$ cat config.mk
export PLATFORM = sky130hd
export DESIGN_NAME = seg_blink_scan_flat
export DESIGN_NICKNAME = d
export VERILOG_FILES = /design/src/rtl/seg_blink_scan_if.sv /design/src/rtl/seg_blink_scan.sv /design/src/flat_wrapper.sv
export SDC_FILE = /design/constraint.sdc
export NUM_CORES = 1
export LEC_CHECK = 0
export BUFFER_PORTS_ARGS = -buffer_cell sky130_fd_sc_hd__clkbuf_2
export CAP_MARGIN = 20
export CORE_MARGIN = 5
export CORE_UTILIZATION = 52
export CTS_BUF_LIST = sky130_fd_sc_hd__clkbuf_16
export CTS_CLUSTER_SIZE = 24
export DETAILED_ROUTE_END_ITERATION = 16
export GPL_TIMING_DRIVEN = 0
export PLACE_DENSITY = 0.73
export SYNTH_ARGS = -nofsm -noshare
export SYNTH_HDL_FRONTEND = slang
export SYNTH_SLANG_ARGS = --single-unit
$ cat constraint.sdc
create_clock -name clk -period 1.7 [get_ports clk]
set_input_delay 0.34 -clock clk [delete_from_list [all_inputs] [get_ports clk]]
set_output_delay 0.34 -clock clk [all_outputs]
set_load 0.01 [all_outputs]
$ cat src/rtl/seg_blink_scan_if.sv
// Display bus between the panel logic and the seven-segment scan driver.
// Master drives the digit data, decimal points, blink mask and blink phase. Slave returns the segment, select and phase outputs.
interface seg_blink_scan_if;
    logic        invert;
    logic [15:0] digit_data;
    logic [3:0]  dp_in;
    logic [3:0]  blink_mask;
    logic [7:0]  seg;
    logic [3:0]  sel;
    logic        phase;

    modport master (
        output invert, digit_data, dp_in, blink_mask,
        input  seg, sel, phase
    );

    modport slave (
        input  invert, digit_data, dp_in, blink_mask,
        output seg, sel, phase
    );
endinterface

$ cat src/rtl/seg_blink_scan.sv
// Four-digit seven-segment scan driver with per-frame snapshot, anti-ghost blanking and SEG_BLINK_EN digit blinking.
// seg/sel are registered one cycle after cnt/idx. Free-running scan with no backpressure; inputs apply at the next frame snapshot.
module seg_blink_scan #(
    parameter int unsigned SCAN_DIV     = 12000,
    parameter int unsigned BLANK_CYCLES = 64
) (
    input  logic            clk,
    input  logic            rst,
    seg_blink_scan_if.slave bus
);

    localparam logic [31:0] LAST  = 32'(SCAN_DIV - 1);
    localparam logic [31:0] BLANK = 32'(BLANK_CYCLES);

    logic [31:0] cnt;
    logic [1:0]  idx;
    logic        valid;
    logic [15:0] data_sh;
    logic [3:0]  dp_sh;
    logic [7:0]  seg_q;
    logic [3:0]  sel_q;

    logic        wrap;
    logic        snap;
    logic        blank;
    logic        blink_on;
    logic [3:0]  nib;
    logic [6:0]  glyph;
    logic [3:0]  sel_digit;

    assign wrap      = (cnt == LAST);
    // The first edge after reset loads the shadows so the panel never shows stale zeros for a whole frame.
    assign snap      = !valid || (wrap && (idx == 2'd3));
    assign blank     = (cnt < BLANK) || !valid;
    assign sel_digit = ~(4'b0001 << idx);
    assign nib       = data_sh[{idx, 2'b00} +: 4];

    always_comb begin
        glyph = 7'h7F;
        case (nib)
            4'h0: glyph = 7'h40;
            4'h1: glyph = 7'h79;
            4'h2: glyph = 7'h24;
            4'h3: glyph = 7'h30;
            4'h4: glyph = 7'h19;
            4'h5: glyph = 7'h12;
            4'h6: glyph = 7'h02;
            4'h7: glyph = 7'h78;
            4'h8: glyph = 7'h00;
            4'h9: glyph = 7'h10;
            4'hA: glyph = 7'h08;
            4'hB: glyph = 7'h03;
            4'hC: glyph = 7'h46;
            4'hD: glyph = 7'h21;
            4'hE: glyph = 7'h06;
            4'hF: glyph = 7'h0E;
            default: glyph = 7'h7F;
        endcase
    end

`ifdef SEG_BLINK_EN
    logic       inv_s1;
    logic       inv_s;
    logic       phase_q;
    logic [3:0] mask_sh;

    always_ff @(posedge clk or negedge rst) begin
        if (!rst) begin
            inv_s1  <= 1'b0;
            inv_s   <= 1'b0;
            phase_q <= 1'b0;
            mask_sh <= 4'h0;
        end else begin
            inv_s1 <= bus.invert;
            inv_s  <= inv_s1;
            if (snap) begin
                phase_q <= inv_s;
                mask_sh <= bus.blink_mask;
            end
        end
    end

    assign blink_on  = mask_sh[idx] & phase_q;
    assign bus.phase = phase_q;
`else
    logic unused_blink;

    assign unused_blink = ^{bus.invert, bus.blink_mask};
    assign blink_on     = 1'b0;
    assign bus.phase    = 1'b0;
`endif

    always_ff @(posedge clk or negedge rst) begin
        if (!rst) begin
            cnt     <= 32'd0;
            idx     <= 2'd0;
            valid   <= 1'b0;
            data_sh <= 16'h0000;
            dp_sh   <= 4'h0;
            seg_q   <= 8'hFF;
            sel_q   <= 4'b1111;
        end else begin
            cnt <= wrap ? 32'd0 : cnt + 32'd1;
            if (wrap)
                idx <= idx + 2'd1;
            if (snap) begin
                valid   <= 1'b1;
                data_sh <= bus.digit_data;
                dp_sh   <= bus.dp_in;
            end
            if (blank) begin
                sel_q <= 4'b1111;
                seg_q <= 8'hFF;
            end else if (blink_on) begin
                sel_q <= sel_digit;
                seg_q <= 8'hFF;
            end else begin
                sel_q <= sel_digit;
                seg_q <= {~dp_sh[idx], glyph};
            end
        end
    end

    assign bus.seg = seg_q;
    assign bus.sel = sel_q;

endmodule

$ cat src/flat_wrapper.sv
// flat-port wrapper written by rule: the top's interface ports become plain ports
module seg_blink_scan_flat 
#(
    parameter int unsigned SCAN_DIV     = 12000,
    parameter int unsigned BLANK_CYCLES = 64
)
  (clk, rst, bus_invert, bus_digit_data, bus_dp_in, bus_blink_mask, bus_seg, bus_sel, bus_phase);
  seg_blink_scan_if bus_i ();
  input  logic clk;
  input  logic rst;
  input wire logic [$bits(bus_i.invert)-1:0] bus_invert;
  input wire logic [$bits(bus_i.digit_data)-1:0] bus_digit_data;
  input wire logic [$bits(bus_i.dp_in)-1:0] bus_dp_in;
  input wire logic [$bits(bus_i.blink_mask)-1:0] bus_blink_mask;
  output wire logic [$bits(bus_i.seg)-1:0] bus_seg;
  output wire logic [$bits(bus_i.sel)-1:0] bus_sel;
  output wire logic [$bits(bus_i.phase)-1:0] bus_phase;
  assign bus_i.invert = bus_invert;
  assign bus_i.digit_data = bus_digit_data;
  assign bus_i.dp_in = bus_dp_in;
  assign bus_i.blink_mask = bus_blink_mask;
  assign bus_seg = bus_i.seg;
  assign bus_sel = bus_i.sel;
  assign bus_phase = bus_i.phase;
  seg_blink_scan #(.SCAN_DIV(SCAN_DIV), .BLANK_CYCLES(BLANK_CYCLES)) u_core (.clk(clk), .rst(rst), .bus(bus_i));
endmodule
==> impl_metrics.yaml, run 1 <==
run:
  cap_viol_max_count: 0
sta:
  final_max_slew_viol_count: 0
  final_min_period_over_clock_period_pct: 117
  max_slew.worst_pin.slew_ps: 899
  final.setup_skew_ps: 7.25
  timing.final.hold_violations: 0
  achievable-frequency_ghz: 0.504
  timing.max_slew.rel_slack_pct: 40.1
  finalSetupViolations: 44
  rsz0062_at_grt: "yes"
  final_period_minus_worst_setup_slack_ps: 1980
  worst_slack_ps: -282
worst_setup_path:
  worst_setup_path_start_kind: "register"
  worst_ep_required_time_ps: 1910
  critPathMaxFanout: 10
  cp_data_arrival_time_ps: 2200
  critPathKind: "reg2reg"
  setup.worst_path.end_class: "register"
  regToRegSetupSlack_ps: -280
logic_synthesis:
  synth-warning-count: 0
  largest_family_of_logic_cells_by_synthesized_area: "simple AND/OR/NAND/NOR gates"
  synth_enable_flop_cells: 0
  synth.yosys.seq_area_share_pct: 50.7
  muxShareOfSynthArea_pct: 13.6
  synthFlopType: "dfrtp_1"
  synth_compound_area_share_pct: 2.85
  synth_cells: 278
  synth_largest_area_cell: "dfrtp_1"
  synth_largest_type_area_fraction_pct: 41.2
  synth-async-reset-ratio_pct: 100
  synth-seq-cells: 67
  syn_area_per_cell_um2: 12.0
  synth_xor_area_share_pct: 8.13
  synth_simple_gate_area_share_pct: 17.5
  synth_fa_ha_area_share_pct: 4.12
  main_area_contributors_after_synthesis: "dfrtp_1 41%, dfstp_2 9.4%, mux2_4 9.0%"
  yosys.cell_types.count: 43
  synth_area_um2: 3340
  syn-num-nets: 316
routing:
  finalWirelength_mm: 7.38
  total_via_count_after_detailed_routing: 2415
  routed_via_density: 5.70
  drc: 0
  post_drt_wl_per_cell_um: 17.4
  drt_first_iter_violations: 140
  firstDrtPassIters: 4
  remaining_number_of_nets_flagged_by_the_antenna_check_after_routing: 0
power:
  report.power.total_uw: 3860
  power_density_nw_per_um2: 890
  leak_uw: 0.00189
  ir_drop_mv: 0.606
hold_path:
  worst_hold_check_path_type: "in2async"
clock_network:
  cts_tree: "yes"
  cts-htree-levels: 3
  tritoncts.num_buffers: 9
  clock-sinks: 67
  cts-root-buf: "clkbuf_16"
  cts_hold_repair.buffers: 0
  clockBufferDepth: 2
  clkLatencyLatePin_ps: 330
  clk_pin_slew_worst_paths_ps: 60
floorplan:
  die_x_um: 90.1
  start_util_pct: 52.9
  placeableCoreArea_um2: 6310
  die_height_um: 90.1
  floorplan.rows: 29
  fp.dieArea_um2: 8120
  top_level_ports: 40
global_route:
  grt_residual_overflow: 0
  grt_usage_pct: 18.1
  grt_start_max_net_pins: 68
  via_count_of_the_first_global_routing_pass: 2410
  first_pass_grt_wire_length_mm: 12.0
  grt_antenna_before_repair: 0
finish:
  final_net_count: 380
  layout.filler_cells: 453
  diodes: 0
  multi_input_comb_area_um2: 1780
  layout.cells.most_common: "dfrtp_1"
  areaGrowthSynthToFinish_pct: 29.8
  most-common-layout-cells: "51 x dfrtp_1, 33 x clkbuf_2, 28 x xnor2_1"
  layout.area.seq_um2: 1700
  drive_gt1_share_pct: 43.5
placed_design:
  detailed_placement_hpwl_mm: 4.37
  gp_congestion: 0.833
  place.port_buffers: 33
  detailedPlace.worstSlack_ps: -377
status:
  violations: "negative setup slack"
  outcome: "finished with violations"
==> cell usage after synthesis, drive strengths merged (2+ instances only) <==
cell and count:
a21oi 4, and3 4, and4 3, buf 8, clkbuf 3, conb 2
dfrtp 55, dfstp 12, ha 11, inv 8, mux2 21, mux2i 3
mux4 5, nand2 17, nand3 19, nand3b 2, nand4 18, nor2 19
nor3 4, nor4 13, o211ai 2, or4 2, xnor2 29, xor2 2
==> final timing paths <==
check / from / to / cells past startpoint
max in group asynchronous: rst / u_core.cnt[7]$_DFF_PN0_ / 1
min in group clk: bus_digit_data[9] / u_core.data_sh[9]$_DFFE_PN0P_ / 2
min: rst / u_core.data_sh[10]$_DFFE_PN0P_ / 1
max reg2reg: u_core.cnt[20]$_DFF_PN0_ / u_core.data_sh[10]$_DFFE_PN0P_ / 5
min reg2reg: u_core.cnt[31]$_DFF_PN0_ / u_core.cnt[31]$_DFF_PN0_ / 1
max: u_core.cnt[20]$_DFF_PN0_ / u_core.data_sh[10]$_DFFE_PN0P_ / 5
==> report_power, final <==
group          switching (µW)  total, µW  internal (µW)
clock                     687       1810           1130
sequential               28.3       1670           1650
combinational             175        367            192
==> routing by layer <==
| metal | track usage, % | wire (µm) |
|---|---|---|
| met1 | 25.8 | 3240 |
| met2 | 27.2 | 3660 |
| met3 | 4.17 | 345 |
| met4 | 6.70 | 136 |
| met5 | 0 | 0 |
==> area by class of cell <==
type,instances,area share (%)
Inverter,8,0.866
Sequential cell,67,39.1
Clock inverter,7,1.59
Tap cell,77,2.22
Buffer,10,2.19
Clock buffer,9,5.20
Multi-Input combinational cell,192,41.0
Timing Repair Buffer,54,7.79
==> registers in the layout (all words and copies together), names as in the netlist <==
register        count
u_core.cnt         32
u_core.dp_sh        4
u_core.idx          2
u_core.data_sh     16
u_core.valid        1
u_core.bus.sel      4
u_core.bus.seg      8
==> kinds of logic (layout without fill, tap and decap cells) <==
family | Yosys count | after routing
other cells | 2 | 2
compound gates | 14 | 14
buf+inv | 19 | 88
mux | 29 | 29
fa+ha+maj | 11 | 11
xor+xnor | 31 | 31
simple gates | 105 | 105
flops | 67 | 67
==> stage by stage <==
stage	setup TNS, ps	utilization (%)	area [µm²]	cells	hold WS (ps)
global route	-11810	68.6	4330	424	237
detailed placement	-15410	58.2	3680	388	491
global placement	-21370	58.2	3670	388	485
finish	-8960	68.6	4330	424	156
CTS	-8360	65.7	4150	416	190
floorplan	-2920	-	3410	278	44.4
==> worst max-delay path: stages (launching register included) <==
cell     delay (ps)
dfrtp_1         470
nor4_1          420
and4_2          360
a31oi_4         130
buf_12          180
mux2_4          300
==> timing repair <==
action / in CTS / in global routing
endpoints found under the hold margin: 0 / 0
cloned: 2 / 1
gates resized for setup: 23 / 28
buffers inserted: 11 / 7
setup endpoints to repair: 63 / 63
pin swaps: 2 / 8
(Power assumes the default switching activity.)
==> run 2, diff against run 1 <==
- REMOVE_ABC_BUFFERS: default -> 1
- SETUP_SLACK_MARGIN: default -> 0.15
- clock period: 1.7 -> 1.62 ns (I/O delays scaled with it)
==> impl_metrics.yaml, run 2 (synthesis results as in run 1) <==
status:
  outcome: "finished with violations"
  violations: "negative setup slack"
placed_design:
  gp_congestion: 0.809
  detailedPlace.worstSlack_ps: -597
  place.port_buffers: 33
  detailed_placement_hpwl_mm: 4.26
  place_area_um2: 3560
clock_network:
  clkLatencyLatePin_ps: 340
  clk_pin_slew_worst_paths_ps: 60
  cts-root-buf: "clkbuf_16"
  clockBufferDepth: 2
  tritoncts.num_buffers: 9
  clock-sinks: 67
  cts-htree-levels: 3
  cts_hold_repair.buffers: 0
  cts_tree: "yes"
sta:
  achievable-frequency_ghz: 0.484
  finalSetupViolations: 49
  timing.final.hold_violations: 0
  worst_slack_ps: -446
  rsz0062_at_grt: "yes"
  final.setup_skew_ps: 8.27
  final_period_minus_worst_setup_slack_ps: 2070
  final_min_period_over_clock_period_pct: 128
  max_slew.worst_pin.slew_ps: 896
  final_max_slew_viol_count: 0
  timing.max_slew.rel_slack_pct: 40.3
power:
  ir_drop_mv: 0.965
  power_density_nw_per_um2: 900
  leak_uw: 0.00205
worst_setup_path:
  regToRegSetupSlack_ps: -450
  critPathKind: "reg2reg"
  worst_setup_path_start_kind: "register"
  reg2reg_to: "u_core.data_sh[2]$_DFFE_PN0P_"
  worst_r2r_path_depth: 5
  cp_data_arrival_time_ps: 2280
  critPathMaxFanout: 10
  reg2reg_from: "u_core.cnt[20]$_DFF_PN0_"
  setup.worst_path.end_class: "register"
  worst_ep_required_time_ps: 1840
run:
  cap_viol_max_count: 0
finish:
  most-common-layout-cells: "42 x dfrtp_1, 32 x clkbuf_2, 25 x xnor2_1"
  registers.top_by_ff_count: "u_core.cnt"
  diodes: 0
  layout.cells.most_common: "dfrtp_1"
  stdcell_area_um2: 4790
  multi_input_comb_area_um2: 1990
  layout.area.seq_um2: 1710
  final_net_count: 398
  largest_register_ff_count: 32
  areaGrowthSynthToFinish_pct: 43.6
  layout.filler_cells: 354
  drive_gt1_share_pct: 53.2
global_route:
  via_count_of_the_first_global_routing_pass: 2595
  grt_antenna_before_repair: 0
  grt_start_max_net_pins: 68
  grt_residual_overflow: 0
  first_pass_grt_wire_length_mm: 13.3
  grt_usage_pct: 20.5
floorplan:
  placeableCoreArea_um2: 6310
  top_level_ports: 40
  die_height_um: 90.1
  floorplan.rows: 29
  die_x_um: 90.1
  start_util_pct: 52.9
  fp.dieArea_um2: 8120
routing:
  remaining_number_of_nets_flagged_by_the_antenna_check_after_routing: 0
  firstDrtPassIters: 4
  total_via_count_after_detailed_routing: 2733
  routed_via_density: 6.18
  finalWirelength_mm: 10.1
  drc: 0
  drt_first_iter_violations: 342
  post_drt_wl_per_cell_um: 22.8
hold_path:
  worst_hold_check_path_type: "in2async"
[run 2: cell count changes in the layout (fill, tap and decap cells not counted), moves of 4 or more]
cell	delta
buf_4	+7
buf_6	+6
dfrtp_1	-9
dfrtp_2	+9
nand3_1	-7
nand3_2	+4
[run 2: stage by stage]
stage	instances	hold WS, ps	power, µW	setup TNS (ps)	util (%)
2_1_floorplan	267	28.4	1970	-36040	-
3_3_place_gp	377	487	2060	-71900	56.0
3_5_place_dp	378	489	2070	-26750	56.5
4_1_cts	420	181	4230	-11930	68.6
5_1_grt	442	225	4430	-18600	75.9
6_report	442	135	4310	-15890	75.9
[run 2: critical path: stages, from the launching register on]
cell and delay (ps):
dfrtp_1 470, nor4_1 450, and4_4 420, a31oi_4 130, buf_12 170, mux2_4 300
[run 2: routing by layer]
layer	vias up	global-route usage, %	wire [µm]
li1	1185	-	-
met1	1360	25.9	4150
met2	153	33.5	4990
met3	35	4.92	619
met4	0	8.93	323
met5	-	0	0
[run 2: power breakdown]
| part | switching, µW | internal [µW] |
|---|---|---|
| Clock | 767 | 1340 |
| Sequential | 42.8 | 1730 |
| Combinational | 207 | 230 |
| Total | 1020 | 3300 |
[run 2: how the worst max path moves through the flow]
stage | start | endpoint | depth (start not counted)
global placement | u_core.cnt[8]$_DFF_PN0_ | u_core.data_sh[6]$_DFFE_PN0P_ | 4
floorplan | u_core.cnt[0]$_DFF_PN0_ | u_core.data_sh[0]$_DFFE_PN0P_ | 5
finish | u_core.cnt[20]$_DFF_PN0_ | u_core.data_sh[2]$_DFFE_PN0P_ | 5
global route | u_core.cnt[20]$_DFF_PN0_ | u_core.data_sh[0]$_DFFE_PN0P_ | 5
detailed placement | u_core.cnt[28]$_DFF_PN0_ | u_core.data_sh[2]$_DFFE_PN0P_ | 4
CTS | u_core.cnt[26]$_DFF_PN0_ | u_core.data_sh[2]$_DFFE_PN0P_ | 6
[run 2: area by class of cell]
class	count	share of cell area [%]
Sequential cell	67	35.6
Tap cell	77	2.01
Clock buffer	9	4.70
Multi-Input combinational cell	197	41.6
Clock inverter	7	1.93
Timing Repair Buffer	77	13.3
Inverter	8	0.836
[run 2: timing repair]
| action | in CTS | in global routing |
|---|---|---|
| resized for setup | 43 | 54 |
| setup buffers | 23 | 18 |
| pin swaps | 12 | 28 |
| hold endpoints to repair | 0 | 0 |
| cloned | 3 | 4 |
| setup endpoints to repair | 64 | 64 |
